<file path="src/rtl/cpu_pkg.sv">
// Shared types and constants for the PC redirect logic.
package cpu_pkg;

    localparam logic [31:0] RESET_PC_DEFAULT = 32'h0000_0000;
    localparam int unsigned PC_INC           = 4;

    typedef enum logic {RUN, HOLD} state_e;
    typedef enum logic {RD_BRANCH, RD_JUMP} rd_kind_e;

endpackage

</file>
<file path="src/rtl/redirect_hold.sv">
// Holds a redirect that arrives during a stall. A new taken branch replaces
// whatever is held; a jump is latched only when nothing is held yet.
module redirect_hold
    import cpu_pkg::*;
#(
    parameter int PC_W = 32
) (
    input  logic            clk,
    input  logic            rst_n,
    input  logic            stall_i,
    input  logic            br_evt_i,
    input  logic            j_evt_i,
    input  logic [PC_W-1:0] br_target_i,
    input  logic [PC_W-1:0] j_target_i,
    output logic            pending_o,
    output logic [PC_W-1:0] target_o,
    output rd_kind_e        kind_o
);

    state_e          state_q, state_d;
    logic [PC_W-1:0] target_q, target_d;
    rd_kind_e        kind_q, kind_d;

    always_comb begin
        state_d  = state_q;
        target_d = target_q;
        kind_d   = kind_q;
        if (stall_i) begin
            if (br_evt_i) begin
                state_d  = HOLD;
                target_d = {br_target_i[PC_W-1:2], 2'b00};
                kind_d   = RD_BRANCH;
            end else if (j_evt_i && (state_q == RUN)) begin
                state_d  = HOLD;
                target_d = {j_target_i[PC_W-1:2], 2'b00};
                kind_d   = RD_JUMP;
            end
        end else begin
            // The top consumes the held target in this same cycle.
            state_d = RUN;
        end
    end

    always_ff @(posedge clk or negedge rst_n) begin
        if (!rst_n) begin
            state_q  <= RUN;
            target_q <= '0;
            kind_q   <= RD_BRANCH;
        end else begin
            state_q  <= state_d;
            target_q <= target_d;
            kind_q   <= kind_d;
        end
    end

    assign pending_o = (state_q == HOLD);
    assign target_o  = target_q;
    assign kind_o    = kind_q;

endmodule

</file>
<file path="src/rtl/pc_redirect_controller.sv">
// Program counter with branch/jump redirect, stall hold and flush strobes.
// Optional macro BRANCH_DELAY_SLOT_EN selects MIPS delay-slot flush rules.
module pc_redirect_controller
    import cpu_pkg::*;
#(
    parameter logic [31:0] RESET_PC = RESET_PC_DEFAULT,
    parameter int          PC_W     = 32
) (
    input  logic            clk,
    input  logic            reset_n,
    input  logic            stall,
    input  logic            br_valid,
    input  logic            br_taken,
    input  logic [PC_W-1:0] br_target,
    input  logic            j_valid,
    input  logic [PC_W-1:0] j_target,
    output logic [PC_W-1:0] pc,
    output logic [PC_W-1:0] pc_plus_4,
    output logic            flush_if,
    output logic            flush_id,
    output logic            redirect_pending,
    output logic            align_err
);

    logic [PC_W-1:0] pc_q;
    logic            align_err_q;
    logic            br_evt, j_take, new_evt, redirect_now, wr_is_br;
    logic [PC_W-1:0] new_target, wr_target, held_target;
    rd_kind_e        held_kind;

    redirect_hold #(.PC_W(PC_W)) u_hold (
        .clk         (clk),
        .rst_n       (reset_n),
        .stall_i     (stall),
        .br_evt_i    (br_evt),
        .j_evt_i     (j_valid),
        .br_target_i (br_target),
        .j_target_i  (j_target),
        .pending_o   (redirect_pending),
        .target_o    (held_target),
        .kind_o      (held_kind)
    );

    // A jump alongside a taken branch, or while a redirect is held, is wrong-path.
    assign br_evt       = br_valid & br_taken;
    assign j_take       = j_valid & ~br_evt & ~redirect_pending;
    assign new_evt      = br_evt | j_take;
    assign new_target   = br_evt ? br_target : j_target;
    assign redirect_now = ~stall & (new_evt | redirect_pending);
    assign wr_target    = new_evt ? {new_target[PC_W-1:2], 2'b00} : held_target;
    assign wr_is_br     = new_evt ? br_evt : (held_kind == RD_BRANCH);

    always_comb begin
        flush_if = 1'b0;
        flush_id = 1'b0;
        if (redirect_now) begin
`ifdef BRANCH_DELAY_SLOT_EN
            flush_if = wr_is_br;
            flush_id = 1'b0;
`else
            flush_if = 1'b1;
            flush_id = wr_is_br;
`endif
        end
    end

    always_ff @(posedge clk or negedge reset_n) begin
        if (!reset_n) begin
            pc_q        <= RESET_PC[PC_W-1:0];
            align_err_q <= 1'b0;
        end else begin
            if (!stall)
                pc_q <= redirect_now ? wr_target : pc_plus_4;
            if (new_evt && (new_target[1:0] != 2'b00))
                align_err_q <= 1'b1;
        end
    end

    assign pc        = pc_q;
    assign pc_plus_4 = pc_q + PC_W'(PC_INC);
    assign align_err = align_err_q;

endmodule

</file>
<file path="config.mk">
export PLATFORM = sky130hd
export DESIGN_NAME = pc_redirect_controller
export DESIGN_NICKNAME = d
export VERILOG_FILES = /design/src/rtl/cpu_pkg.sv /design/src/rtl/redirect_hold.sv /design/src/rtl/pc_redirect_controller.sv
export SDC_FILE = /design/constraint.sdc
export NUM_CORES = 1
export LEC_CHECK = 0
export CELL_PAD_IN_SITES_DETAIL_PLACEMENT = 1
export CELL_PAD_IN_SITES_GLOBAL_PLACEMENT = 2
export CORE_MARGIN = 2
export CORE_UTILIZATION = 29
export DETAILED_ROUTE_END_ITERATION = 6
export PLACE_DENSITY_LB_ADDON = 0.1
export SLEW_MARGIN = 10
export SYNTH_ARGS = -nofsm -noshare
export SYNTH_HDL_FRONTEND = slang
export SYNTH_SLANG_ARGS = --single-unit
</file>
<file path="constraint.sdc">
create_clock -name clk -period 4.9 [get_ports clk]
set_clock_uncertainty 0.1 [all_clocks]
set_input_delay 0.98 -clock clk [delete_from_list [all_inputs] [get_ports clk]]
set_output_delay 0.98 -clock clk [all_outputs]
set_load 0.1 [all_outputs]
</file>
==> metrics.txt <==
outcome=completed; maximum buffer depth of the clock tree=2; global routing usage summed across all routing layers=21.8%; RSZ-0062 raised after global routing=no; classification of the worst setup path=flip-flop to primary output; met1 wire length=7.73 mm; buffer cell driving the clock tree root=sky130_fd_sc_hd__clkbuf_16; FF+latch count, synth=63; launching point of the worst reg2reg path=u_hold.pending_o; number of nets with antenna violations after routing=0; post-route fraction of the period consumed by the critical path=81.7%; fill cell instance count of the final layout=1695; Primary FF master, synth=sky130_fd_sc_hd__dfrtp_1; routability cong.=0.787; sum of met3 wire segment lengths after detailed routing=714 um; Detailed Route Iter0 Violations=247; worst hold path cell count=2; fraction of synthesis flops using an asynchronous set or reset pin=100%; area delta synth->final=41.3%; number of buffer cells added on primary ports=133; Synth Area per Inst=around 8.5 um^2; class of the tightest hold or removal check=flip-flop to flip-flop; x dimension of the die=125 um; post-synth top area share=37.2%; start point of the critical path=pc[9]; total wire length=16.7 mm; cell count after synthesis=500; Die Outline Area=15600 um^2; Max rail drop VDD=0.171 mV; warnings from Yosys=0; depth of the worst register-to-register path=6; total negative setup slack=0 ns; number of buffers added for setup after CTS=0; top layer in use=met4; clock net sink count=63; number of top-level pins=138; Max Freq=roughly 250 MHz; fraction of final layout cells with drive strength greater than 1=10.6%; hold bufs inserted after CTS=0; clock tree from TritonCTS=built; setup slack on the worst flop-to-flop path=2.50 ns; number of pins exceeding their max-slew limit in the final report=0; power density over cell area=around 440 nW/um^2; clock buffers created by TritonCTS=9; combined area of the multi-input logic cells=2480 um^2; largest fanout on the critical path=9; type of element launching the critical path=flip-flop; detailed-routing iteration count for the pre-antenna-repair pass=5; capturing element of the worst setup path=pc_plus_4[13]; number of different library cells in the post-synthesis netlist=58; library cell with the highest instance count after synthesis=sky130_fd_sc_hd__nand2_1; antenna cell count=0; ranking of synthesized cells by instance count=sky130_fd_sc_hd__nand2_1, sky130_fd_sc_hd__dfrtp_1, sky130_fd_sc_hd__a21oi_1; number of antenna violations at the first check in global routing=0; arrival time at the worst endpoint=2.93 ns; number of global-route vias before repair=between 4000 and 5000; Netlist Area Pre-Place=4240 um^2; sequential fraction of the synthesis area=37.2%; Final setup viols=0; initial core utilization=29.4%; met2 wire len=7.93 mm; clock transition at the register clock pins on the worst setup and hold paths after CTS=~0.05 ns; actual slew at the worst max-slew pin=1.06 ns; insertion delay to the later sink of the worst-skew pair=~0.34 ns; total number of placement rows=44; detailed-route vias per instance=5.43; end-of-flow core utilization=41.5%; number of remaining DRC errors=0; sequential cell area=1580 um^2; routed length per instance=20.8 um; CP Capture Type=primary output; HPWL after DPL=11.6 mm; H-tree depth=3; layout net count=688; required time of the worst setup path=3.82 ns; detailed-route via count=4365; global-route wire length before repair=26.6 mm; static leakage=2.54 nW; Final Hold Violating Endpoints=0; Die Ht=125 um; cell taking the most area after synthesis=sky130_fd_sc_hd__dfrtp_1; Post-CTS Resized=0; pin count of the biggest net entering global routing=41; ranking of synthesized cells by area=sky130_fd_sc_hd__dfrtp_1, sky130_fd_sc_hd__nand2_1, sky130_fd_sc_hd__a21oi_1; Max Cap Viol=0; leftover overflow at the end of global routing=0; worst r2r dst=pc[15]; max_slew headroom=29.3%; count of flip-flops with a built-in enable after synthesis=0; core region area=roughly 14000 um^2; time the worst path needs with I/O delays and setup=4.01 ns
## final cells by class
class	instances	area share (%)
Clock buffer	14	4.74
Inverter	5	0.313
Multi-Input combinational cell	391	41.4
Sequential cell	63	26.3
Tap cell	184	3.85
Timing Repair Buffer	147	23.3
## flip-flops by register name (all words and copies together), names as in the netlist
register / cells
u_hold.pending_o: 1
pc: 30
align_err: 1
u_hold.target_o: 30
u_hold.kind_o: 1
## per-stage QoR
stage | std cells | setup slack (ns) | cell area (um^2) | power (W) | hold WS [ns]
3_3_place_gp | 790 | 1.34 | 5700 | 0.00202 | 0.356
3_5_place_dp | 790 | 1.27 | 5700 | 0.00203 | 0.359
4_1_cts | 804 | 0.864 | 5990 | 0.00267 | 0.383
6_report | 804 | 0.894 | 5990 | 0.00265 | 0.381
2_1_floorplan | 503 | 0.00832 | 4260 | 0.00167 | 0.345
5_1_grt | 804 | 0.684 | 5990 | 0.00276 | 0.403
## kinds of logic after synthesis
kind of cell | Yosys count | share of synthesized area (%)
other | 1 | 0.0885
muxes | 20 | 4.73
adders and majority gates | 1 | 0.295
buffers and inverters | 49 | 5.14
and+or+nand+nor | 169 | 20.6
xor gates and xnor gates | 28 | 5.79
DFF | 63 | 37.2
AOI/OAI and AO/OA | 169 | 26.1
## power breakdown
part / switching (W) / internal, W
clock network: 0.000238 / 0.000392
registers: 0.000111 / 0.000609
logic: 0.000965 / 0.000334
## routing by layer
layer	up-vias	track usage, %
li1	2063	-
met1	2164	28.7
met2	118	35.7
met3	20	5.28
met4	0	6.21
met5	-	0
## critical path, stage by stage, from the launching register on
cell and delay, ns:
sky130_fd_sc_hd__dfrtp_1 0.49, sky130_fd_sc_hd__nand4_1 0.30, sky130_fd_sc_hd__nor3_1 0.42, sky130_fd_sc_hd__xnor2_1 0.19, sky130_fd_sc_hd__clkdlybuf4s50_1 1.18
## worst min path at each step
stage	startpoint	end	slack [ns]
3_5_place_dp	align_err	align_err	0.36
6_report	u_hold.target_o[20]	u_hold.target_o[20]	0.38
3_3_place_gp	u_hold.target_o[20]	u_hold.target_o[20]	0.36
5_1_grt	u_hold.target_o[21]	u_hold.target_o[21]	0.40
4_1_cts	u_hold.target_o[21]	u_hold.target_o[21]	0.38
2_1_floorplan	u_hold.target_o[13]	u_hold.target_o[13]	0.34
## cell usage in the layout (no fill, tap or decap), types with 4 or more instances in the layout
| master | Yosys | final |
|---|---|---|
| sky130_fd_sc_hd__a21o_1 | 6 | 6 |
| sky130_fd_sc_hd__a21oi_1 | 48 | 48 |
| sky130_fd_sc_hd__a221o_1 | 5 | 5 |
| sky130_fd_sc_hd__a22oi_1 | 4 | 4 |
| sky130_fd_sc_hd__a2bb2oi_1 | 7 | 7 |
| sky130_fd_sc_hd__a31oi_1 | 9 | 9 |
| sky130_fd_sc_hd__and3_1 | 13 | 13 |
| sky130_fd_sc_hd__and4_1 | 4 | 4 |
| sky130_fd_sc_hd__buf_4 | 7 | 34 |
| sky130_fd_sc_hd__clkbuf_16 | 0 | 9 |
| sky130_fd_sc_hd__clkbuf_8 | 0 | 4 |
| sky130_fd_sc_hd__clkdlybuf4s50_1 | 0 | 109 |
| sky130_fd_sc_hd__conb_1 | 1 | 4 |
| sky130_fd_sc_hd__dfrtp_1 | 63 | 63 |
| sky130_fd_sc_hd__inv_1 | 4 | 4 |
| sky130_fd_sc_hd__mux2i_1 | 20 | 20 |
| sky130_fd_sc_hd__nand2_1 | 78 | 77 |
| sky130_fd_sc_hd__nand3_1 | 15 | 15 |
| sky130_fd_sc_hd__nand4_1 | 8 | 8 |
| sky130_fd_sc_hd__nor2_1 | 26 | 26 |
| sky130_fd_sc_hd__o21ai_0 | 44 | 44 |
| sky130_fd_sc_hd__o221ai_1 | 12 | 12 |
| sky130_fd_sc_hd__o22a_1 | 7 | 7 |
| sky130_fd_sc_hd__xnor2_1 | 20 | 19 |
| sky130_fd_sc_hd__xor2_1 | 8 | 8 |
(Power assumes the default switching activity.)
